`src/rtl/axil_instr_mem_slave.sv`:
```
// axil_instr_mem_slave
//   AXI-Lite read-only slave in front of a synchronous instruction ROM.
//   Each accepted AR request is turned into a one-cycle ROM read (or an
//   SLVERR marker when the word address is past MEM_DEPTH). The read result
//   lands in a small response FIFO that drives the R channel in acceptance
//   order.
//
//   Ports
//     clk, rst        : clock, synchronous active-high reset
//     ARADDR/ARVALID/ARREADY : read address channel (word address)
//     RDATA/RRESP/RVALID/RREADY : read data channel
//     mem_en, mem_addr : synchronous ROM read request
//     mem_rdata        : ROM data, valid the cycle after mem_en
module axil_instr_mem_slave #(
  parameter int ADDR_WIDTH = 32,
  parameter int DATA_WIDTH = 32,
  parameter int MEM_DEPTH  = 1024,
  parameter int FIFO_DEPTH = 3,
  localparam int MEM_AW    = $clog2(MEM_DEPTH)
) (
  input  logic                  clk,
  input  logic                  rst,
  input  logic [ADDR_WIDTH-1:0] ARADDR,
  input  logic                  ARVALID,
  output logic                  ARREADY,
  output logic [DATA_WIDTH-1:0] RDATA,
  output logic [1:0]            RRESP,
  output logic                  RVALID,
  input  logic                  RREADY,
  output logic                  mem_en,
  output logic [MEM_AW-1:0]     mem_addr,
  input  logic [DATA_WIDTH-1:0] mem_rdata
);

  localparam int PW = $clog2(FIFO_DEPTH);
  localparam int OW = $clog2(FIFO_DEPTH + 1);
  localparam int CW = $clog2(FIFO_DEPTH + 2);
  localparam logic [ADDR_WIDTH:0] DEPTH_EXT = (ADDR_WIDTH + 1)'(MEM_DEPTH);

  typedef struct packed {
    logic [DATA_WIDTH-1:0] data;
    logic [1:0]            resp;
  } rsp_t;

  rsp_t            fifo_q [FIFO_DEPTH];
  logic [PW-1:0]   wr_ptr, rd_ptr;
  logic [OW-1:0]   occ;
  logic            inflight, inflight_err;

  logic [CW-1:0]   credits;
  logic            ar_hs, in_range, push, pop;
  rsp_t            push_rsp, head;

  function automatic logic [PW-1:0] ptr_inc(input logic [PW-1:0] p);
    return (p == PW'(FIFO_DEPTH - 1)) ? '0 : PW'(p + 1'b1);
  endfunction

  // Credits cover the in-flight ROM read too, so the push one cycle after
  // an accept always has a free FIFO slot.
  assign credits  = CW'(occ) + CW'(inflight);
  assign ARREADY  = !rst && (credits < CW'(FIFO_DEPTH));
  assign ar_hs    = ARVALID && ARREADY;
  assign in_range = {1'b0, ARADDR} < DEPTH_EXT;

  assign mem_en   = ar_hs && in_range;
  assign mem_addr = mem_en ? ARADDR[MEM_AW-1:0] : '0;

  // Out-of-range requests ride the same in-flight slot so they stay in order.
  assign push     = inflight;
  assign push_rsp = inflight_err ? rsp_t'{data: '0, resp: 2'b10}
                                 : rsp_t'{data: mem_rdata, resp: 2'b00};

  assign head   = fifo_q[rd_ptr];
  assign RVALID = !rst && (occ != '0);
  assign pop    = RVALID && RREADY;
  assign RDATA  = RVALID ? head.data : '0;
  assign RRESP  = RVALID ? head.resp : 2'b00;

  always_ff @(posedge clk) begin
    if (rst) begin
      wr_ptr       <= '0;
      rd_ptr       <= '0;
      occ          <= '0;
      inflight     <= 1'b0;
      inflight_err <= 1'b0;
    end else begin
      inflight     <= ar_hs;
      inflight_err <= ar_hs && !in_range;
      if (push) wr_ptr <= ptr_inc(wr_ptr);
      if (pop)  rd_ptr <= ptr_inc(rd_ptr);
      case ({push, pop})
        2'b10:   occ <= occ + OW'(1);
        2'b01:   occ <= occ - OW'(1);
        default: occ <= occ;
      endcase
    end
  end

  // Storage needs no reset: occupancy gates everything that reads it.
  always_ff @(posedge clk) begin
    if (push) fifo_q[wr_ptr] <= push_rsp;
  end

endmodule

```
`config.mk`:
```
export PLATFORM = sky130hd
export DESIGN_NAME = axil_instr_mem_slave
export DESIGN_NICKNAME = d
export VERILOG_FILES = /design/src/rtl/axil_instr_mem_slave.sv
export SDC_FILE = /design/constraint.sdc
export NUM_CORES = 1
export LEC_CHECK = 0
export ABC_AREA = 1
export CAP_MARGIN = 15
export CORE_UTILIZATION = 53
export DETAILED_ROUTE_END_ITERATION = 16
export HOLD_SLACK_MARGIN = 0.06
export PLACE_DENSITY_LB_ADDON = 0.2
export SYNTH_ARGS = -nofsm -noshare
export SYNTH_HDL_FRONTEND = slang
export SYNTH_SLANG_ARGS = --single-unit
export TNS_END_PERCENT = 20
```
`constraint.sdc`:
```
create_clock -name clk -period 6.2 [get_ports clk]
set_input_delay 0.93 -clock clk [delete_from_list [all_inputs] [get_ports clk]]
set_output_delay 0.93 -clock clk [all_outputs]
set_load 0.02 [all_outputs]
```
# Word-level counts from Yosys, hierarchy flattened

Memory sizes are Yosys's and may differ from the RTL's. A register that Yosys moved wholly into a read port is not among the register bits.
Cells that the tools add are included.

Memory bits (writable): 102
Memories kept: 1
Output and inout port bits: 47
Register bits after elaboration: 8
Logic and storage cells: 38

$lt $le $gt $ge: 2
Add/sub/neg operators: 5
Mux-type cells: 11
Reduce and logical (&&, ||, !) cells: 10
Eq/ne operators: 4

Memories:

| name   | depth | bits a word | read ports | clocked after Yosys merged registers in | wr ports | line | text |
|---|---|---|---|---|---|---|---|
| fifo_q | 3     | 34          | 1          | 1                                       | 1        | 45   | `rsp_t fifo_q [FIFO_DEPTH];` |

Operators by type and width:

| kind                                                                            | number |
|---|---|
| 34-bit 2-to-1 mux                                                               | 1 |
| 32-bit by 11-bit less-than comparator with 1-bit output (second input constant) | 1 |
| 32-bit 2-to-1 mux                                                               | 1 |
| 10-bit 2-to-1 mux                                                               | 1 |
| 2-bit 2-to-1 mux                                                                | 5 |
| 2-bit by 1-bit adder with 2-bit output (second input constant)                  | 3 |
| 2-bit equality test (second input constant)                                     | 3 |
| 1-bit logical AND                                                               | 6 |
| 2-bit case mux with 2 select lines                                              | 1 |
| 2-bit nonzero test                                                              | 2 |
| 2-bit by 1-bit adder with 3-bit output                                          | 1 |
| 3-bit by 2-bit less-than comparator with 1-bit output (second input constant)   | 1 |
| 2-bit by 1-bit equality test with 1-bit output (second input constant)          | 1 |
| 1-bit logical NOT                                                               | 2 |
| 1-bit 2-to-1 mux                                                                | 2 |
| 2-bit by 1-bit subtractor with 2-bit output (second input constant)             | 1 |

# Depth between registers and ports, before layout

Depth after elaboration: 6
Gate-level depth with buffers: 10
Gate-level depth less buffers: 10

# Worst setup path before layout

No wires, ideal clock.

Path kind: flip-flop to flip-flop
Start point: register inflight
End point: memory fifo_q[0][10] (netlist bit), enable pin
Data required time: 5.733 ns
Arrival: 2.738 ns
Setup slack: 2.995 ns
Cell stages (with the launch flop): 3
Setup time: 0.467 ns
Clock period less this slack: 3.205 ns
Cell sequence: dfxtp_1 inv_1 nor3_1

Cells in the longest elaborated chain, start to end: 2

RTL lines:

| element                                | line | text |
|---|---|---|
| start, declared                        | 48   | `logic inflight, inflight_err;` |
| start signal, assigned                 | 87   | `inflight <= ar_hs;` |
| 1-bit 2-to-1 mux                       | 101  | `if (push) fifo_q[wr_ptr] <= push_rsp;` |
| 1-bit 2-to-1 mux (not written as such) | 101  |  |
| end, declared                          | 45   |  |

Every way passes these cells.

# Final worst setup path

Start point: input rst
End point: output RDATA[11]

Cells in the longest elaborated chain, start to end: 3

RTL lines:

| element           | line | text |
|---|---|---|
| start, declared   | 22   | `input logic rst,` |
| 1-bit logical NOT | 74   | `assign RVALID = !rst && (occ != '0);` |
| 1-bit logical AND | 74   |  |
| 32-bit 2-to-1 mux | 76   | `assign RDATA = RVALID ? head.data : '0;` |
| end, declared     | 26   | `output logic [DATA_WIDTH-1:0] RDATA,` |

Every way passes these cells.

==> out/metrics.cfg <==
[run_status]
outcome = completed

[place]
dp_slack_ps = 1999
dpl_cell_area_um2 = 5773
place.gp.congestion = 0.7255
port_buffers = 113
dp_cells = 614
hpwl_mm = 5.532

[yosys]
yosys.area_share.simple_pct = 13.66
synthAdderAreaFrac_pct = 0.8210
synthesis.area_um2 = 4572
synth-xor-area-share_pct = 0.1916
syn_area_per_cell_um2 = 11.07
synth_top_family_by_area = simple AND/OR/NAND/NOR gates
synth_mux_area_share_pct = 0
synth_compound_area_share_pct = 8.949
synth-seq-cells = 109
synth_fp_nets = 484
synth_warnings = 0
yosysSeqAreaShare_pct = 69.40
synthCells = 413
synthFlopType = edfxtp_1
synth_edf_count = 99
async_flop_share_pct = 0
ys_types = 24

[floorplanning]
rows = 33
ioPinCount = 115
die_w_um = 94.88
initial_utilization_pct = 55.09
fp.dieH_um = 94.88
core_area_um2 = 8299
die_area_um2 = 9001

[critical_path]
cpMostUsedCell = clkdlybuf4s50_1
end_kind = primary output
cp.arrival_ps = 3250
path_max_fanout = 35
critPathRequiredTime_ps = 5270
setup.worst_path.start_class = input port
crit_family = buffers and inverters
path_class = in2out
path_cells = clkdlybuf4s50_1 > nor2_4 > o21ai_0 > a31oi_1 > clkdlybuf4s50_1
cp_slowest_cell = nor2_4
max_stage_delay_ps = 680
critPathBufInv = 2

[clock_tree]
path_clk_slew_ps = 90
clkLatencyLatePin_ps = 360
clkSinkCount = 109
cts_root_buffer = clkbuf_8
cts_tree = yes
postCtsSetupRepairBufs = 0
cts_buffers = 9
cts-htree-levels = 3
cts_hold_buf = 0
clockBufferDepth = 2
cts_resized = 0

[cells_and_area]
area_growth_pct = 30.49
final_cell_mix = clkdlybuf4s50_1, edfxtp_1, nand2_1
nets = 592
stdcell_area_um2 = 5966
final_util_pct = 71.88
drive_gt1_share_pct = 7.414
nFillCells = 600
n_antenna_cell = 0
layout_commonest_cell = clkdlybuf4s50_1
final_cells = 631

[detailed_routing]
wirelength_mm = 9.062
drc = 0
vias = 3257
wl_per_cell_um = 14.36
vias_per_cell = 5.162
drtIter0Drc = 139
drtPass1Iterations = 5
final_antenna_net_count = 0

[timing]
holdWs_ps = 494.5
final-setup-viol-count = 0
max_freq_mhz = 239.0
fin_setup_tns_ps = 0
rsz0062_at_grt = false
layout_worst_path_cycle_share_pct = 67.49
maxSlewHeadroom_pct = 22.52
finalMaxSlewViolations = 0
tightestPinTransition_ps = 1156
hold_viol_final = 0
finalWorstSetupSlack_ps = 2015
clock_skew_ps = 7.613
finalCriticalPeriod_ps = 4185

[power_and_ir_drop]
p_seq_share_pct = 59.2
p_total_mw = 1.418
pwr-share-clk_pct = 26.0
p_leak_nw = 2.227
p_sw_share_pct = 24.47
pwr-share-comb_pct = 14.8
p_switching_mw = 0.3469
powerDensity_nw_per_um2 = 237.6
internal_power_mw = 1.071
vdd_drop_max_mv = 0.1285

[global_routing]
antenna_found_initial = 0
grtUsageTotal_pct = 21.91
grt_start_max_net_pins = 67
grt_pass1_vias = 3253
overflow = 0
grt_pass1_wl_mm = 14.63

[run]
maxCapViolations = 0

[hold_path]
hold_path.class = reg2reg

-- worst paths after layout --
| path | from | end | slack (ps) | depth (start not counted) |
|---|---|---|---|---|
| worst max register to register | occ[0] | occ[1] | 3930 | 9 |
| worst max-delay path | rst | RDATA[11] | 2020 | 5 |
| worst min register to register | occ[1] | occ[1] | 490 | 2 |
| worst min-delay path | occ[1] | occ[1] | 490 | 2 |
-- logic make-up after synthesis --
| kind of cell | after synthesis |
|---|---|
| adders and majority gates | 3 |
| xor gates and xnor gates | 1 |
| other | 1 |
| DFF | 109 |
| AOI/OAI and AO/OA | 73 |
| and+or+nand+nor | 149 |
| buffers and inverters | 77 |
-- registers in the layout, summed over array words and instances (netlist names), named ones only --
register / count
fifo_q: 99
inflight: 1
inflight_err: 1
occ: 2
rd_ptr: 2
wr_ptr: 2
-- synth_stat cells (2+ instances only) --
| cell | number | area [µm²] |
|---|---|---|
| nor2_4 | 3 | 33.78 |
| edfxtp_1 | 99 | 2973 |
| buf_4 | 2 | 15.01 |
| nor2_1 | 52 | 195.2 |
| nand3_1 | 3 | 15.01 |
| o21ai_1 | 2 | 10.01 |
| o21ai_0 | 33 | 165.2 |
| ha_1 | 3 | 37.54 |
| nor2_2 | 9 | 56.30 |
| nor3_1 | 2 | 10.01 |
| clkbuf_1 | 10 | 37.54 |
| inv_1 | 55 | 206.5 |
| a31oi_1 | 33 | 206.5 |
| nand2_1 | 77 | 289.0 |
| dfxtp_1 | 10 | 200.2 |
| a21oi_1 | 4 | 20.02 |
| buf_2 | 9 | 45.04 |
-- power groups by stage --
stage          combinational (mW)  sequential, mW  clock, mW
2_1_floorplan               0.109           0.855          0
3_3_place_gp                0.204           0.855          0
3_5_place_dp                0.208           0.855          0
4_1_cts                     0.209           0.839      0.371
5_1_grt                     0.231           0.841      0.400
6_report                    0.210           0.839      0.369
-- per-layer routing --
| layer | track usage, % | vias to the layer above | wire, µm |
|---|---|---|---|
| li1 | - | 1605 | - |
| met1 | 24.73 | 1515 | 3575 |
| met2 | 38.91 | 121 | 4666 |
| met3 | 6.441 | 16 | 677 |
| met4 | 8.460 | 0 | 142 |
| met5 | 0 | - | 0 |
-- worst min-delay path: stages (launching register included) --
cell and delay (ps):
dfxtp_1 340, inv_1 70, a21oi_1 50
-- cell type report --
cell class | count | area, µm² | area share, %
well taps | 105 | 131.4 | 2.202
multi-input cells | 227 | 1094 | 18.33
clock inverters | 7 | 41.29 | 0.6921
repair buffers | 119 | 1196 | 20.05
flip-flops and latches | 109 | 3173 | 53.19
inverters | 55 | 206.4 | 3.461
clock buffers | 9 | 123.9 | 2.076
Power figures use the tool's default switching activity.
